===== src/rtl/alu_seq_ctrl.sv =====
// Command sequencer for the 4-bit ALU datapath: owns R0-R3, queues ALU
// commands in a small FIFO and runs each through READ -> EXEC -> WB.
`timescale 1ns/1ps
module alu_seq_ctrl #(
    parameter int FIFO_DEPTH = 2
) (
    input  logic        clk,
    input  logic        rst,
    input  logic        cmd_valid,
    input  logic [7:0]  cmd,
    output logic        cmd_ready,
    input  logic        ld_valid,
    input  logic [1:0]  ld_addr,
    input  logic [3:0]  ld_data,
    output logic        ld_ready,
    output logic [3:0]  alu_a,
    output logic [3:0]  alu_b,
    output logic [1:0]  alu_func,
    input  logic [3:0]  alu_res,
    output logic [15:0] regs,
    output logic        busy,
    output logic        done,
    output logic        zero
);
    localparam int PW = (FIFO_DEPTH > 1) ? $clog2(FIFO_DEPTH) : 1;
    localparam int CW = $clog2(FIFO_DEPTH) + 1;
    localparam logic [CW-1:0] DEPTH_C = CW'(FIFO_DEPTH);

    localparam logic [1:0] S_IDLE = 2'd0;
    localparam logic [1:0] S_READ = 2'd1;
    localparam logic [1:0] S_EXEC = 2'd2;
    localparam logic [1:0] S_WB   = 2'd3;

    logic [1:0]      state_q, state_d;
    logic [7:0]      mem_q [FIFO_DEPTH];
    logic [PW-1:0]   wr_ptr_q, wr_ptr_d;
    logic [PW-1:0]   rd_ptr_q, rd_ptr_d;
    logic [CW-1:0]   cnt_q, cnt_d;
    logic [3:0][3:0] rf_q, rf_d;
    logic [3:0]      opa_q, opa_d;
    logic [3:0]      opb_q, opb_d;
    logic [1:0]      func_q, func_d;
    logic [1:0]      dst_q, dst_d;
    logic [3:0]      res_q, res_d;
    logic            done_q, done_d;
    logic            zero_q, zero_d;

    logic       push, pop, pending;
    logic [7:0] head;

    assign cmd_ready = (cnt_q < DEPTH_C);
    assign ld_ready  = (state_q != S_WB);
    assign push      = cmd_valid && cmd_ready;
    assign pop       = (state_q == S_READ);
    // A push in this cycle is enough to start READ next cycle.
    assign pending   = (cnt_q != '0) || push;
    assign head      = mem_q[rd_ptr_q];

    assign alu_a    = opa_q;
    assign alu_b    = opb_q;
    assign alu_func = func_q;
    assign regs     = {rf_q[0], rf_q[1], rf_q[2], rf_q[3]};
    assign busy     = (state_q != S_IDLE) || (cnt_q != '0);
    assign done     = done_q;
    assign zero     = zero_q;

    always_comb begin
        wr_ptr_d = wr_ptr_q;
        rd_ptr_d = rd_ptr_q;
        cnt_d    = cnt_q;
        if (push) wr_ptr_d = wr_ptr_q + PW'(1);
        if (pop)  rd_ptr_d = rd_ptr_q + PW'(1);
        case ({push, pop})
            2'b10:   cnt_d = cnt_q + CW'(1);
            2'b01:   cnt_d = cnt_q - CW'(1);
            default: cnt_d = cnt_q;
        endcase
    end

    always_comb begin
        state_d = state_q;
        case (state_q)
            S_IDLE:  if (pending) state_d = S_READ;
            S_READ:  state_d = S_EXEC;
            S_EXEC:  state_d = S_WB;
            S_WB:    state_d = pending ? S_READ : S_IDLE;
            default: state_d = S_IDLE;
        endcase
    end

    always_comb begin
        rf_d   = rf_q;
        opa_d  = opa_q;
        opb_d  = opb_q;
        func_d = func_q;
        dst_d  = dst_q;
        res_d  = res_q;
        zero_d = zero_q;
        done_d = 1'b0;
        // Operands come from rf_q, so a same-cycle load is not seen by READ.
        if (state_q == S_READ) begin
            opa_d  = rf_q[head[3:2]];
            opb_d  = rf_q[head[1:0]];
            func_d = head[7:6];
            dst_d  = head[5:4];
        end
        if (state_q == S_EXEC) res_d = alu_res;
        if (state_q == S_WB) begin
            rf_d[dst_q] = res_q;
            zero_d      = (res_q == 4'h0);
            done_d      = 1'b1;
        end else if (ld_valid) begin
            rf_d[ld_addr] = ld_data;
        end
    end

    always_ff @(posedge clk) begin
        if (push) mem_q[wr_ptr_q] <= cmd;
    end

    always_ff @(posedge clk or posedge rst) begin
        if (rst) begin
            state_q  <= S_IDLE;
            wr_ptr_q <= '0;
            rd_ptr_q <= '0;
            cnt_q    <= '0;
            rf_q     <= '0;
            opa_q    <= '0;
            opb_q    <= '0;
            func_q   <= '0;
            dst_q    <= '0;
            res_q    <= '0;
            done_q   <= 1'b0;
            zero_q   <= 1'b0;
        end else begin
            state_q  <= state_d;
            wr_ptr_q <= wr_ptr_d;
            rd_ptr_q <= rd_ptr_d;
            cnt_q    <= cnt_d;
            rf_q     <= rf_d;
            opa_q    <= opa_d;
            opb_q    <= opb_d;
            func_q   <= func_d;
            dst_q    <= dst_d;
            res_q    <= res_d;
            done_q   <= done_d;
            zero_q   <= zero_d;
        end
    end
endmodule


===== config.mk =====
export PLATFORM = sky130hd
export DESIGN_NAME = alu_seq_ctrl
export DESIGN_NICKNAME = d
export VERILOG_FILES = /design/src/rtl/alu_seq_ctrl.sv
export SDC_FILE = /design/constraint.sdc
export NUM_CORES = 1
export LEC_CHECK = 0
export ABC_AREA = 1
export BUFFER_PORTS_ARGS = -buffer_cell sky130_fd_sc_hd__buf_4
export CAP_MARGIN = 20
export CELL_PAD_IN_SITES_DETAIL_PLACEMENT = 0
export CELL_PAD_IN_SITES_GLOBAL_PLACEMENT = 1
export CORE_MARGIN = 8
export CORE_UTILIZATION = 41
export DETAILED_ROUTE_END_ITERATION = 8
export PLACE_DENSITY = 0.91
export SYNTH_ARGS = -nofsm -noshare
export SYNTH_HDL_FRONTEND = slang
export SYNTH_SLANG_ARGS = --single-unit

===== constraint.sdc =====
create_clock -name clk -period 1.79 [get_ports clk]
set_clock_uncertainty 0.05 [all_clocks]
set_input_delay 0.358 -clock clk [delete_from_list [all_inputs] [get_ports clk]]
set_output_delay 0.358 -clock clk [all_outputs]
set_load 0.02 [all_outputs]

Word-level counts from Yosys, hierarchy flattened
Memories as Yosys holds them, arrays and structs flattened.
Index checks and enable logic that the tools add are counted.
{"block": "classes", "n_reduce_logical": 11, "n_addsub": 4, "eq_ne": 7, "muxes": 19, "n_lt_le_gt_ge": 7}
{"cell": "16-bit bitwise mux", "n": 2}
{"cell": "16-bit 2-to-1 mux", "n": 2}
{"cell": "4-bit binary-select mux with 2-bit select", "n": 2}
{"cell": "4-bit demux with 2-bit select", "n": 2}
{"cell": "4-bit 2-to-1 mux", "n": 4}
{"cell": "2-bit by 3-bit less-than comparator with 1-bit output (second input constant)", "n": 4}
{"cell": "2-bit case mux with 4 select lines", "n": 1}
{"cell": "2-bit nonzero test", "n": 4}
{"cell": "2-bit equality test (second input constant)", "n": 3}
{"cell": "2-bit by 1-bit equality test with 1-bit output (second input constant)", "n": 2}
{"cell": "2-bit by 1-bit >= comparator with 1-bit output (second input constant)", "n": 2}
{"cell": "4-bit zero test", "n": 1}
{"cell": "1-bit 2-to-1 mux", "n": 4}
{"cell": "2-bit != test (second input constant)", "n": 2}
{"cell": "2-bit case mux with 2 select lines", "n": 1}
{"cell": "1-bit logical AND", "n": 3}
{"cell": "1-bit adder (second input constant)", "n": 2}
{"cell": "2-bit by 1-bit adder with 2-bit output (second input constant)", "n": 1}
{"cell": "2-bit zero test", "n": 1}
{"cell": "1-bit logical OR", "n": 2}
{"cell": "2-bit less-than comparator (second input constant)", "n": 1}
{"cell": "2-bit 2-to-1 mux", "n": 1}
{"cell": "2-bit by 1-bit subtractor with 2-bit output (second input constant)", "n": 1}
{"block": "word_totals", "n_memories": 1, "out_inout_bits": 31, "word_cells": 64, "ff_bits": 40, "mem_bits_rw": 16}
{"name": "mem_q", "depth": 2, "word_bits": 8, "rd": 1, "rd_ports_with_merged_regs": 0, "write_ports": 1, "line_no": "35", "rtl": "logic [7:0] mem_q [FIFO_DEPTH];"}

Longest topological paths before layout
Gate-level depths: netlist of the first run.
{"block": "depth", "depth_word": 7, "mapped_depth": 7, "depth_no_buf": 7}

Least setup slack after synthesis of the first run
Ideal clock, no wire load.
{"block": "synth_path", "path_kind": "register to register", "start": "register cnt_q[1]", "end": "register cnt_q[1]", "stages_incl_launch_ff": 7, "slack_ps": 231, "t_required_ps": 1609, "path_buffers": 0, "arrival_time_ps": 1378, "cell_sequence": "dfrtp_1 > inv_1 > nand2_1 > ha_1 > a21oi_1 > o21ai_0 > xor2_1"}
{"block": "synth_via", "elab_chain_cells": 4, "elab_cells_between_ends": 8, "classes_between": "add/sub (2); order compare (1); eq/ne (2); mux (1); reduce/logical (2)"}
{"element": "from (decl)", "line_no": "38", "rtl": "logic [CW-1:0] cnt_q, cnt_d;"}
{"element": "from (signal assigned)", "line_no": "139", "rtl": "cnt_q <= cnt_d;"}
{"element": "2-bit less-than comparator (*)", "line_no": "51", "rtl": "assign cmd_ready = (cnt_q < DEPTH_C);"}
{"element": "named net cmd_ready", "line_no": "11", "rtl": "output logic cmd_ready,"}
{"element": "1-bit logical AND (*)", "line_no": "53", "rtl": "assign push = cmd_valid && cmd_ready;"}
{"element": "2-bit by 1-bit equality test with 1-bit output or 2-bit equality test (tied branches)", "line_no": "73", "rtl": "case ({push, pop})"}
{"element": "2-bit case mux with 2 select lines or 2-bit nonzero test (tied branches)"}
The timed path passes the listed nets; every way through them passes the cells marked *.
A chain may end at the register's enable or synchronous reset.

Final worst setup path of the first run
{"block": "layout_path", "start": "register state_q[0]", "end": "output ld_ready"}
{"block": "layout_via", "elab_chain_cells": 1}
{"element": "from (decl)", "line_no": "34", "rtl": "logic [1:0] state_q, state_d;"}
{"element": "from (signal assigned)", "line_no": "136", "rtl": "state_q <= state_d;"}
{"element": "2-bit != test", "line_no": "52", "rtl": "assign ld_ready = (state_q != S_WB);"}
{"element": "to (decl)", "line_no": "15", "rtl": "output logic ld_ready,"}
Every way passes these cells.

==> impl_metrics.json, run 1 <==
{
  "status": "finished, final reports clean",
  "path_max_fanout": 8,
  "startpoint_type": "flip-flop",
  "cts.htree.levels": 2,
  "slew_viol_final": 0,
  "ios": 53,
  "critPathMaxStageDelay_ps": 440,
  "drive_gt1_share_pct": 22.60,
  "route.vias.total": 2399,
  "worstHoldPathType": "input pin to asynchronous set/reset pin",
  "place_inst": 457,
  "track_usage_pct": 14.36,
  "synthToLayoutAreaGrowth_pct": 22.05,
  "path_class": "flip-flop to output port",
  "gp_congestion": 0.8952,
  "postRouteAntennaNets": 0,
  "dpl.hpwl_um": 5257,
  "use_met3_pct": 3.312,
  "fin_cells": 465,
  "grt_max_degree": 41,
  "final_hold_viol_count": 0,
  "netlist_instances": 320,
  "drt_wl_total_um": 6795,
  "cp_num_buf_inv": 2,
  "dr.first_iter.drc_count": 178,
  "cp_cell_sequence": "ha_1, inv_2, buf_4",
  "gr-total-overflow": 0,
  "finalSetupViolCount": 0,
  "rsz0062_at_grt": "yes",
  "synth_flop_cell": "dfrtp_1",
  "grt_antenna_before_repair": 0,
  "routedWlPerCell_um": 14.61,
  "crit_family": "flip-flops",
  "grt_pass1_vias": 2317,
  "power.leakage_nw": 1.701,
  "cp.required_ps": 1380,
  "cts.clk_slew.worst_paths_ps": 100,
  "cp_data_arrival_time_ps": 1320,
  "fin_crit_ps": 1728,
  "dieArea_um2": 9788,
  "first_pass_iters": 4,
  "drcViolationCount": 0,
  "cts_setup_buffers": 0,
  "grt_pass1_wl_um": 11200,
  "core_um2": 6719,
  "synthesis.area_um2": 2820,
  "synth_edf_count": 16,
  "ys_types": 26,
  "fp-row-count": 30,
  "fp.dieW_um": 98.94,
  "met1_usage_pct": 19.23,
  "worst_slew_pin_slew_ps": 515.7,
  "start_util_pct": 41.97,
  "busiest_layer": "met2",
  "avgSynthCellArea_um2": 8.813,
  "cts_root_buf": "clkbuf_8",
  "period_share_pct": 96.52,
  "viasPerCell": 5.159,
  "cts_made_buffers": 5,
  "yosysSeqAreaShare_pct": 52.53,
  "irDropWorstVdd_uv": 809.8,
  "cts_max_path_buffers": 2,
  "crit_path_end_kind": "output port",
  "clock_sinks": 56,
  "p_per_area_nw_per_um2": 1816,
  "synth_nets": 348,
  "synth_warnings": 0,
  "async_reset_ff_share_pct": 71.43,
  "use_met2_pct": 22.19,
  "fin_nets": 412,
  "relSlewSlack_pct": 65.62,
  "insertion_delay_ps": 310,
  "io_buffer_count": 52,
  "antenna_cells": 0,
  "cts_tree": "yes",
  "maxCapViolations": 0,
  "die_h_um": 98.94,
  "total_power_mw": 6.251,
  "synth_seq_cells": 56,
  "cp_slowest_cell": "dfrtp_1",
  "fmax_mhz": 578.8
}
metrics by stage:
step                      hold slack (ps)  setup TNS (ps)  util [%]  setup slack (ps)  area (um2)
after floorplan                     403.3               0         -             230.9        2820
after global placement              417.7               0     49.76             235.0        3343
after detailed placement            417.9               0     49.76             153.2        3343
after CTS                           132.8               0     51.17             42.71        3438
after global routing                145.2          -101.9     51.23            -40.64        3442
final                               111.7               0     51.23             62.25        3442
worst register-to-register path: stages, from the launching register on:
cell and delay, ps:
dfrtp_1 440, ha_1 270, nor2_1 250, nand3_1 110
o21ai_1 260, o21ai_0 140
placed cells by master, fill, tap and decap left out, drive strengths merged:
master / count
mux2: 1
xor2: 3
dfrtp: 40
ha: 6
nand3: 53
nand4: 1
o22ai: 18
buf: 61
nor3: 1
nor2: 13
clkinv: 1
clkbuf: 5
nand2: 85
a21oi: 1
xnor2: 1
clkinvlp: 1
edfxtp: 16
inv: 42
o21ai: 36
cell type report:
cell class | count | area (um2)
inverter | 41 | 157.7
sequential | 56 | 1481
fill | 644 | 3277
tap | 80 | 100.1
timing repair buffer | 61 | 457.9
clock inverter | 3 | 26.28
clock buffer | 5 | 68.82
multi-input combinational | 219 | 1150
timing repair:
action / 4_1_cts / 5_1_grt
setup endpoints to repair: 1 / 8
gates resized for setup: 1 / 1
hold buffers: 0 / 0
logic make-up (layout without fill, tap and decap cells):
group,Yosys count,in the layout,share of synthesized area [%]
muxes,1,1,0.3993
buffers and inverters,45,110,6.699
AOI/OAI and AO/OA,55,55,11.76
DFF,56,56,52.53
adders and majority gates,6,6,2.662
and+or+nand+nor,153,153,24.71
xor gates and xnor gates,4,4,1.242
flip-flops by register name, summed over array words and instances, names as in the netlist:
register,cells
mem_q,16
regs,16
alu_a,4
alu_b,4
res_q,4
alu_func,2
cnt_q,2
dst_q,2
state_q,2
done,1
rd_ptr_q,1
wr_ptr_q,1
zero,1
worst paths after layout:
kind / start / slack, ps / cells past startpoint / end
setup / recovery: state_q[0]$_DFFE_PP0P_ / 60 / 3 / ld_ready
hold / removal: rst / 110 / 3 / wr_ptr_q$_DFFE_PP0P_
setup reg to reg: state_q[0]$_DFFE_PP0P_ / 150 / 5 / regs[14]$_DFFE_PP0P_
hold reg to reg: alu_a[2]$_DFFE_PP0P_ / 440 / 2 / alu_a[2]$_DFFE_PP0P_
max in group asynchronous: rst / 1220 / 3 / regs[10]$_DFFE_PP0P_
min in group clk: cmd[1] / 180 / 1 / mem_q[1][1]$_DFFE_PP_
cells in the mapped netlist, types with 3 or more instances:
cell | number | area, um2
nor2_1 | 9 | 33.78
inv_1 | 39 | 146.4
edfxtp_1 | 16 | 480.5
nand2_1 | 78 | 292.8
o21ai_0 | 32 | 160.2
dfrtp_1 | 40 | 1001
nand2_4 | 3 | 33.78
nand3_1 | 53 | 265.3
ha_1 | 6 | 75.07
o21ai_4 | 3 | 48.80
xor2_1 | 3 | 26.28
nand2_2 | 4 | 25.02
o22ai_1 | 18 | 112.6
power breakdown:
part,switching [mW],total (mW),internal [mW]
Combinational,2.13,3.39,1.25
Sequential,0.322,2.15,1.83
Clock,0.428,0.717,0.289
Total,2.88,6.25,3.37
routing by layer:
layer | wire (um) | part of all wire (%)
met4 | 44 | 0.65
met5 | 0 | 0
met2 | 3237 | 48
met1 | 3150 | 46
met3 | 362 | 5.3
Note: power is estimated with default switching activity, not from simulation.
==> run 2: changes to the inputs <==
--- a/config.mk
+++ b/config.mk
@@ -14,6 +14,7 @@
 export CORE_UTILIZATION = 41
 export DETAILED_ROUTE_END_ITERATION = 8
 export PLACE_DENSITY = 0.91
+export SETUP_SLACK_MARGIN = 0.5
 export SYNTH_ARGS = -nofsm -noshare
 export SYNTH_HDL_FRONTEND = slang
 export SYNTH_SLANG_ARGS = --single-unit
==> impl_metrics.json, run 2 (same netlist as run 1, synthesis figures left out) <==
{
  "grt_antenna_before_repair": 0,
  "cts_made_buffers": 5,
  "postRouteAntennaNets": 0,
  "fmax_mhz": 617.3,
  "track_usage_pct": 16.23,
  "multi_input_area_um2": 1418,
  "post-route-util_pct": 62.81,
  "cp_data_arrival_time_ps": 1210,
  "dr.first_iter.drc_count": 201,
  "io_buffer_count": 52,
  "ctsHoldBuffers": 0,
  "cp.required_ps": 1380,
  "ios": 53,
  "gp_congestion": 0.9089,
  "first_pass_iters": 4,
  "nFillCells": 558,
  "final.setup.tns_ps": 0,
  "cts_tree": "yes",
  "fin_crit_ps": 1620,
  "synthToLayoutAreaGrowth_pct": 49.65,
  "fin_nets": 444,
  "fp-row-count": 30,
  "drive_gt1_share_pct": 39.81,
  "insertion_delay_ps": 320,
  "die_h_um": 98.94,
  "worstHoldPathType": "input pin to asynchronous set/reset pin",
  "p_per_area_nw_per_um2": 1926,
  "path_class": "flip-flop to output port",
  "place_inst": 458,
  "grt_pass1_wl_um": 12810,
  "dpl.hpwl_um": 5656,
  "route.vias.total": 2641,
  "period_share_pct": 90.51,
  "fin_cells": 497,
  "dieArea_um2": 9788,
  "start_util_pct": 41.97,
  "path_max_fanout": 3,
  "layout_commonest_cell": "nand2_1",
  "antenna_cells": 0,
  "fp.dieW_um": 98.94,
  "final_hold_viol_count": 0,
  "core_um2": 6719,
  "maxCapViolations": 0,
  "finalSetupViolCount": 0,
  "total_power_mw": 8.128,
  "dpl-instance-area_um2": 3377,
  "viasPerCell": 5.314,
  "relSlewSlack_pct": 61.95,
  "cts_root_buf": "clkbuf_8",
  "layout_common_cells": "nand2_1 (66), buf_4 (49), nand3_1 (47)",
  "drcViolationCount": 0,
  "clock_sinks": 56,
  "grt_max_degree": 26,
  "worst_slew_pin_slew_ps": 569.6,
  "startpoint_type": "flip-flop",
  "finalInstanceArea_um2": 4220,
  "slew_viol_final": 0,
  "status": "finished, final reports clean",
  "cts.htree.levels": 2,
  "drt_wl_total_um": 8175,
  "rsz0062_at_grt": "yes",
  "crit_path_end_kind": "output port",
  "irDropWorstVdd_uv": 1109,
  "seqCellArea_um2": 1485,
  "routedWlPerCell_um": 16.45,
  "cts_max_path_buffers": 2,
  "gr-total-overflow": 0,
  "grt_pass1_vias": 2597,
  "cts.clk_slew.worst_paths_ps": 110,
  "power.leakage_nw": 1.975
}
## run 2: report_power, final
| group | internal, mW | switching [mW] | leakage (nW) |
|---|---|---|---|
| Combinational | 2.30 | 2.70 | 1.26 |
| Sequential | 1.84 | 0.421 | 0.658 |
| Clock | 0.422 | 0.452 | 0.0583 |
## run 2: final timing paths
kind / endpoint / slack [ps] / depth (start not counted) / from
setup / recovery: busy / 170 / 4 / state_q[1]$_DFFE_PP0P_
min in group clk: mem_q[1][6]$_DFFE_PP_ / 170 / 1 / cmd[6]
max in group asynchronous: alu_b[3]$_DFFE_PP0P_ / 1130 / 3 / rst
hold / removal: regs[7]$_DFFE_PP0P_ / 30 / 2 / rst
hold reg to reg: alu_b[2]$_DFFE_PP0P_ / 460 / 2 / alu_b[2]$_DFFE_PP0P_
setup reg to reg: cnt_q[1]$_DFFE_PP0P_ / 270 / 7 / state_q[1]$_DFFE_PP0P_
## run 2: area by class of cell
type / count / share of cell area [%]
Timing Repair inverter: 1 / 0.2075
Clock buffer: 5 / 1.631
Tap cell: 80 / 2.372
Timing Repair Buffer: 92 / 21.49
Inverter: 41 / 4.388
Sequential cell: 56 / 35.19
Clock inverter: 3 / 1.127
Multi-Input combinational cell: 219 / 33.59
## run 2: through the flow
stage / setup WS (ps) / hold slack [ps]
2_1_floorplan: 361.5 / 286.8
3_3_place_gp: 271.0 / 390.6
3_5_place_dp: 189.8 / 401.1
4_1_cts: 184.6 / 46.03
5_1_grt: 129.2 / 77.13
6_report: 169.9 / 30.68
## run 2: worst max-delay path: stages (launching register included)
cell and delay (ps):
dfrtp_2 470, inv_4 90, ha_4 140, nand2_2 60
buf_6 130
## run 2: metal layers
layer	up-vias	wire (um)	track usage (%)
li1	1268	-	-
met1	1271	3670	20.52
met2	85	3905	26.66
met3	17	425	3.524
met4	0	174	5.549
met5	-	0	0
## run 2: what timing repair did
| action | in CTS | in global routing |
|---|---|---|
| gates resized for setup | 63 | 72 |
| gates cloned | 1 | 2 |
| pin swaps | 10 | 25 |
| endpoints found under the setup margin | 58 | 83 |
| setup buffers | 20 | 8 |
